==> config.mk <==
export PLATFORM = sky130hd
export DESIGN_NAME = seg7_scan_ctrl
export DESIGN_NICKNAME = d
export VERILOG_FILES = /design/src/rtl/seg7_pkg.sv /design/src/rtl/seg7_hex_decoder.sv /design/src/rtl/seg7_scan_ctrl.sv
export SDC_FILE = /design/constraint.sdc
export NUM_CORES = 1
export LEC_CHECK = 0
export ABC_CLOCK_PERIOD_IN_PS = 4500
export BUFFER_PORTS_ARGS = -buffer_cell sky130_fd_sc_hd__buf_2
export CORE_ASPECT_RATIO = 1.75
export CORE_UTILIZATION = 55
export DETAILED_ROUTE_END_ITERATION = 16
export PLACE_DENSITY = 0.77
export SYNTH_ARGS = -nofsm -noshare
export SYNTH_HDL_FRONTEND = slang
export SYNTH_HIERARCHICAL = 1
export SYNTH_SLANG_ARGS = --single-unit
==> constraint.sdc <==
create_clock -name clk -period 4.5 [get_ports clk]
set_clock_uncertainty 0.2 [all_clocks]
set_input_delay 0.675 -clock clk [delete_from_list [all_inputs] [get_ports clk]]
set_output_delay 0.675 -clock clk [all_outputs]
set_load 0.02 [all_outputs]
==> src/rtl/seg7_pkg.sv <==
// Shared definitions for the seven-segment display blocks: segment vector
// type, bit positions, hex glyph table and the all-off pattern.
package seg7_pkg;

  typedef logic [7:0] seg7_t;

  localparam int SEG_A  = 0;
  localparam int SEG_B  = 1;
  localparam int SEG_C  = 2;
  localparam int SEG_D  = 3;
  localparam int SEG_E  = 4;
  localparam int SEG_F  = 5;
  localparam int SEG_G  = 6;
  localparam int SEG_DP = 7;

  // Every glyph segment (a..g) but not the decimal point.
  localparam seg7_t SEG_GLYPH_MASK = seg7_t'((1 << SEG_A) | (1 << SEG_B) | (1 << SEG_C) |
                                             (1 << SEG_D) | (1 << SEG_E) | (1 << SEG_F) |
                                             (1 << SEG_G));

  localparam seg7_t BLANK = 8'h00;

  // Active-high hex glyphs, bit 0 = segment a, bit 6 = segment g.
  localparam seg7_t SEG7_HEX [0:15] = '{
    8'h3F, 8'h06, 8'h5B, 8'h4F, 8'h66, 8'h6D, 8'h7D, 8'h07,
    8'h7F, 8'h6F, 8'h77, 8'h7C, 8'h39, 8'h5E, 8'h79, 8'h71
  };

endpackage

==> src/rtl/seg7_hex_decoder.sv <==
// Combinational nibble-to-glyph decoder; the dp input lands on bit 7.
module seg7_hex_decoder
  import seg7_pkg::*;
(
  input  logic [3:0] nibble,
  input  logic       dp,
  output seg7_t      seg
);

  // Look up the glyph and overlay the decimal point.
  always_comb begin
    seg         = SEG7_HEX[nibble];
    seg[SEG_DP] = dp;
  end

endmodule

==> src/rtl/seg7_scan_ctrl.sv <==
// Multiplexed seven-segment scan controller with frame-synchronous double
// buffering, leading-zero blanking, per-digit decimal points and PWM
// brightness with a dead cycle at the start of every digit slot.
module seg7_scan_ctrl
  import seg7_pkg::*;
#(
  parameter int DIGITS           = 4,
  parameter int SLOT_CYCLES      = 1024,
  parameter int BRIGHT_W         = 4,
  parameter bit ANODE_ACTIVE_LOW = 1'b1,
  parameter bit SEG_ACTIVE_LOW   = 1'b1
) (
  input  logic                  clk,
  input  logic                  rst,
  input  logic                  wr_en,
  input  logic [4*DIGITS-1:0]   wr_data,
  input  logic [DIGITS-1:0]     wr_dp,
  output logic                  wr_ready,
  input  logic                  blank_lz,
  input  logic [BRIGHT_W-1:0]   bright,
  output logic [DIGITS-1:0]     anodes,
  output logic [7:0]            segments,
  output logic                  frame_start
);

  localparam int SLOT_W      = $clog2(SLOT_CYCLES);
  localparam int IDX_W       = (DIGITS > 1) ? $clog2(DIGITS) : 1;
  localparam int PHASE_SHIFT = SLOT_W - BRIGHT_W;

  localparam logic [SLOT_W-1:0] SLOT_LAST = SLOT_W'(SLOT_CYCLES - 1);
  localparam logic [IDX_W-1:0]  DIG_LAST  = IDX_W'(DIGITS - 1);

  logic [SLOT_W-1:0]   slot_cnt;
  logic [IDX_W-1:0]    dig_idx;
  logic                commit;

  logic [4*DIGITS-1:0] act_data;
  logic [DIGITS-1:0]   act_dp;
  logic [4*DIGITS-1:0] pend_data;
  logic [DIGITS-1:0]   pend_dp;
  logic                pend_valid;

  logic [DIGITS-1:0]   upper_zero;
  logic                zero_run;
  logic [3:0]          cur_nib;
  logic                cur_dp;
  logic                cur_blank;
  logic [DIGITS-1:0]   dig_onehot;
  logic [BRIGHT_W-1:0] phase;
  logic                lit;
  seg7_t               glyph;
  seg7_t               seg_next;
  logic [DIGITS-1:0]   an_next;

  // Start of digit 0's slot is where a pending write may be committed.
  assign commit   = (slot_cnt == '0) && (dig_idx == '0);
  assign wr_ready = !pend_valid;

  // Slot counter and digit index: the index advances each time a slot wraps.
  always_ff @(posedge clk) begin
    if (rst) begin
      slot_cnt <= '0;
      dig_idx  <= '0;
    end else begin
      if (slot_cnt == SLOT_LAST) begin
        slot_cnt <= '0;
        dig_idx  <= (dig_idx == DIG_LAST) ? '0 : dig_idx + 1'b1;
      end else begin
        slot_cnt <= slot_cnt + 1'b1;
      end
    end
  end

  // Double buffer: commit only at a frame boundary so a frame never tears;
  // a full pending buffer refuses further writes instead of overwriting.
  always_ff @(posedge clk) begin
    if (rst) begin
      act_data   <= '0;
      act_dp     <= '0;
      pend_data  <= '0;
      pend_dp    <= '0;
      pend_valid <= 1'b0;
    end else if (commit && pend_valid) begin
      act_data   <= pend_data;
      act_dp     <= pend_dp;
      pend_valid <= 1'b0;
    end else if (wr_en && !pend_valid) begin
      pend_data  <= wr_data;
      pend_dp    <= wr_dp;
      pend_valid <= 1'b1;
    end
  end

  // Mark digits whose nibble and every nibble above it are zero.
  always_comb begin
    upper_zero = '0;
    zero_run   = 1'b1;
    for (int k = DIGITS - 1; k >= 0; k--) begin
      zero_run      = zero_run && (act_data[4*k +: 4] == 4'h0);
      upper_zero[k] = zero_run;
    end
  end

  // Pick out the nibble, dp and blanking status of the digit being scanned.
  always_comb begin
    cur_nib    = 4'h0;
    cur_dp     = 1'b0;
    cur_blank  = 1'b0;
    dig_onehot = '0;
    for (int k = 0; k < DIGITS; k++) begin
      if (dig_idx == IDX_W'(k)) begin
        cur_nib       = act_data[4*k +: 4];
        cur_dp        = act_dp[k];
        cur_blank     = upper_zero[k] && (k != 0);
        dig_onehot[k] = 1'b1;
      end
    end
  end

  seg7_hex_decoder u_decoder (
    .nibble (cur_nib),
    .dp     (cur_dp),
    .seg    (glyph)
  );

  // Brightness gate plus blanking; slot cycle 0 is always dark.
  always_comb begin
    phase    = BRIGHT_W'(slot_cnt >> PHASE_SHIFT);
    lit      = (slot_cnt != '0) && (phase <= bright);
    an_next  = lit ? dig_onehot : '0;
    seg_next = (blank_lz && cur_blank) ? (glyph & ~SEG_GLYPH_MASK) : glyph;
  end

  // Output registers, with polarity applied on the way out.
  always_ff @(posedge clk) begin
    if (rst) begin
      anodes      <= ANODE_ACTIVE_LOW ? '1 : '0;
      segments    <= SEG_ACTIVE_LOW ? ~BLANK : BLANK;
      frame_start <= 1'b0;
    end else begin
      anodes      <= ANODE_ACTIVE_LOW ? ~an_next : an_next;
      segments    <= SEG_ACTIVE_LOW ? ~seg_next : seg_next;
      frame_start <= commit;
    end
  end

endmodule
==> impl_metrics.yaml <==
power:
  p_int_uw: 906
  p_per_area_nw_per_um2: 359
  p_clk_share_pct: 38.1
  seqPwrFrac_pct: 52.3
  power.leakage_nw: 1.48
  p_sw_share_pct: 23.9
  p_sw_uw: 284
  ir_worst_vdd_v: 0.000236
  comb_power_share_pct: 9.6
timing:
  hold_ws_ps: 256
  setup_viol_count_final: 0
  relSlewSlack_pct: 14.4
  worstMarginPinSlew_ps: 1270
  rsz0062_at_grt: "no"
  fin_crit_ps: 2940
  min_period_over_period_pct: 65.3
  maxSlewViolCount: 0
  setup_tns_ps: 0
  finalHoldViolCount: 0
  fmax_mhz: 340
cts:
  ctsHtreeMaxLevel: 3
  cts.sinks: 66
  clock_latency_ps: 340
  cts_setup_buffers: 0
  cts_tree: "built"
  cts-root-buf: "clkbuf_8"
  cts_hold_buffers: 0
  cts_buffer_depth: 2
  cts_buffers: 9
  cts_resized: 0
  clk_pin_slew_worst_paths_ps: 70
setup_path:
  worstSetupPathType: "reg -> reg"
  worstSetupStartpoint: "dig_idx[1]"
  crit_path_end_kind: "flop"
  cp_max_fo: 12
  worstPathRequired_ps: 4580
  path_cells: "inv_1 > ha_1 > nand3b_1 > a21oi_1 > a21oi_1 > o21ai_0 > inv_1 > ha_1 > mux4_1 > nand2_1"
  cp-endpoint: "segments[3]"
  arrival_ps: 3020
  ff2ff_path_depth: 10
  cpPeakStageDelay_ps: 480
  r2r_end: "segments[3]"
  rrSetupSlack_ps: 1560
  timing.rr.start: "dig_idx[1]"
  slowest_stage: "mux4_1"
  start_kind: "flop"
die:
  die_x_um: 57.4
  start_util_pct: 56.8
  core-area_um2: 5210
  die_h_um: 99.0
  ioPinCount: 42
  dieArea_um2: 5690
  rows: 35
global_routing:
  grt_max_degree: 53
  grt_antenna_before_repair: 0
  gr-total-overflow: 0
  grt_pass1_vias: 2250
  grt_pass1_wl_mm: 9.58
  grtUsageTotal_pct: 22.1
synth:
  synth_seq_area_share_pct: 44.7
  synthCells: 339
  ys.flop_type: "dfxtp_1"
  ys_seq_elements: 66
  yosysUniqueCellTypes: 41
  avgSynthCellArea_um2: 8.73
  synthesis.nets: 384
  synth_edf_count: 0
  synth_area_um2: 2960
  ys_warn_count: 6
  async_flop_share_pct: 0
finish:
  antenna_cells: 0
  final_area_um2: 3320
  final_net_count: 418
  utilization_pct: 63.7
  layout_common_cells: "dfxtp_1, nand2_1, buf_2"
  final_common_cell: "dfxtp_1"
  area_growth_pct: 12.2
  drive_above_1_share_pct: 16.0
outcome:
  violations: "design-rule violations"
  outcome: "finished, violations left"
drt:
  drt_wl_total_mm: 5.66
  drc: 3
  antenna_left: 0
  vias: 2387
  drtIter0Drc: 80
  avgRoutedWirePerCell_um: 13.1
  vias_per_cell: 5.54
  drt-pass1-iter-count: 10
run:
  cap_violations: 0
place:
  place_hpwl_mm: 4.11
  finalWeightedCongestion: 0.809
  placed_area_um2: 3140
  port_buffers: 41
hold_path:
  min_path_type: "reg -> reg"
[per-layer routing]
metal	GRT usage [%]	vias up	routed length, um
met5	0	-	0
met4	14.1	0	262
met3	5.91	22	217
met2	37.4	61	2990
met1	23.5	1101	2190
li1	-	1203	-
[power by group through the flow]
stage	Clock [mW]	Sequential, mW	Combinational (mW)
6_report	0.454	0.622	0.114
3_3_place_gp	0	0.634	0.113
5_1_grt	0.490	0.625	0.129
4_1_cts	0.463	0.622	0.116
2_1_floorplan	0	0.639	0.0780
3_5_place_dp	0	0.635	0.116
[worst max-delay path: cells and delay by family (launching register included)]
kind	cells	cell delay, ps
adders and majority gates	2	640
muxes	1	480
AOI/OAI and AO/OA	3	630
buffers and inverters	2	280
and+or+nand+nor	2	260
DFF	1	380
[cell usage after synthesis, types with 2 or more instances]
master	instances	area (um2)
dfxtp_1	66	1320
mux2_2	3	33.8
nand3b_1	6	45.0
clkbuf_1	15	56.3
or4b_1	2	20.0
nand2_1	63	236
nand3_1	6	30.0
nor4_1	3	18.8
and4_1	2	17.5
inv_1	15	56.3
xor2_1	5	43.8
a21oi_1	36	180
ha_1	17	213
nand2b_1	2	12.5
nor2_1	32	120
o21ai_0	7	35.0
nand4_1	2	12.5
and2_1	3	18.8
mux2i_1	23	230
or3_1	2	12.5
buf_6	3	33.8
xnor2_1	2	17.5
nor3_1	4	20.0
nor2b_1	3	18.8
[through the flow]
stage / worst slack (ps) / std cells / power, mW
after floorplan: 1790 / 339 / 0.717
after global placement: 1730 / 417 / 0.747
after detailed placement: 1570 / 417 / 0.751
after CTS: 1550 / 431 / 1.20
after global routing: 1240 / 431 / 1.24
final: 1560 / 431 / 1.19
[area by class of cell]
| cell class | count | area [um2] |
|---|---|---|
| Tap cell | 55 | 68.8 |
| Multi-Input combinational cell | 238 | 1480 |
| Clock buffer | 11 | 131 |
| Clock inverter | 3 | 42.5 |
| Fill cell | 448 | 1890 |
| Sequential cell | 66 | 1320 |
| Timing Repair Buffer | 43 | 220 |
| Inverter | 15 | 56.3 |
[cell families (layout without fill, tap and decap cells)]
logic type               Yosys count  count (layout)  synth area share, %
AO/OA/AOI/OAI                     52              52                 9.98
flip-flops                        66              66                 44.7
adder cells (fa/ha/maj)           17              17                 7.19
buffers and inverters             35              72                 5.37
multiplexers                      27              27                 9.81
XOR/XNOR                           7               7                 2.07
AND/OR/NAND/NOR                  135             135                 20.9
[state kept, by name, summed over array words and instances, names as in the netlist]
signal	cells
act_data	16
act_dp	4
anodes	4
dig_idx	2
frame_start	1
pend_data	16
pend_dp	4
pend_valid	1
segments	8
slot_cnt	10
[how the worst min path moves through the flow]
stage                 startpoint            to  slack (ps)  cells past startpoint
finish              pend_data[0]  pend_data[0]         260                      2
global route         slot_cnt[0]   slot_cnt[0]         280                      1
CTS                 pend_data[6]  pend_data[6]         260                      2
detailed placement   slot_cnt[0]   slot_cnt[0]         240                      1
global placement     slot_cnt[0]   slot_cnt[0]         240                      1
floorplan            slot_cnt[0]   slot_cnt[0]         230                      1
(Power assumes the default switching activity.)
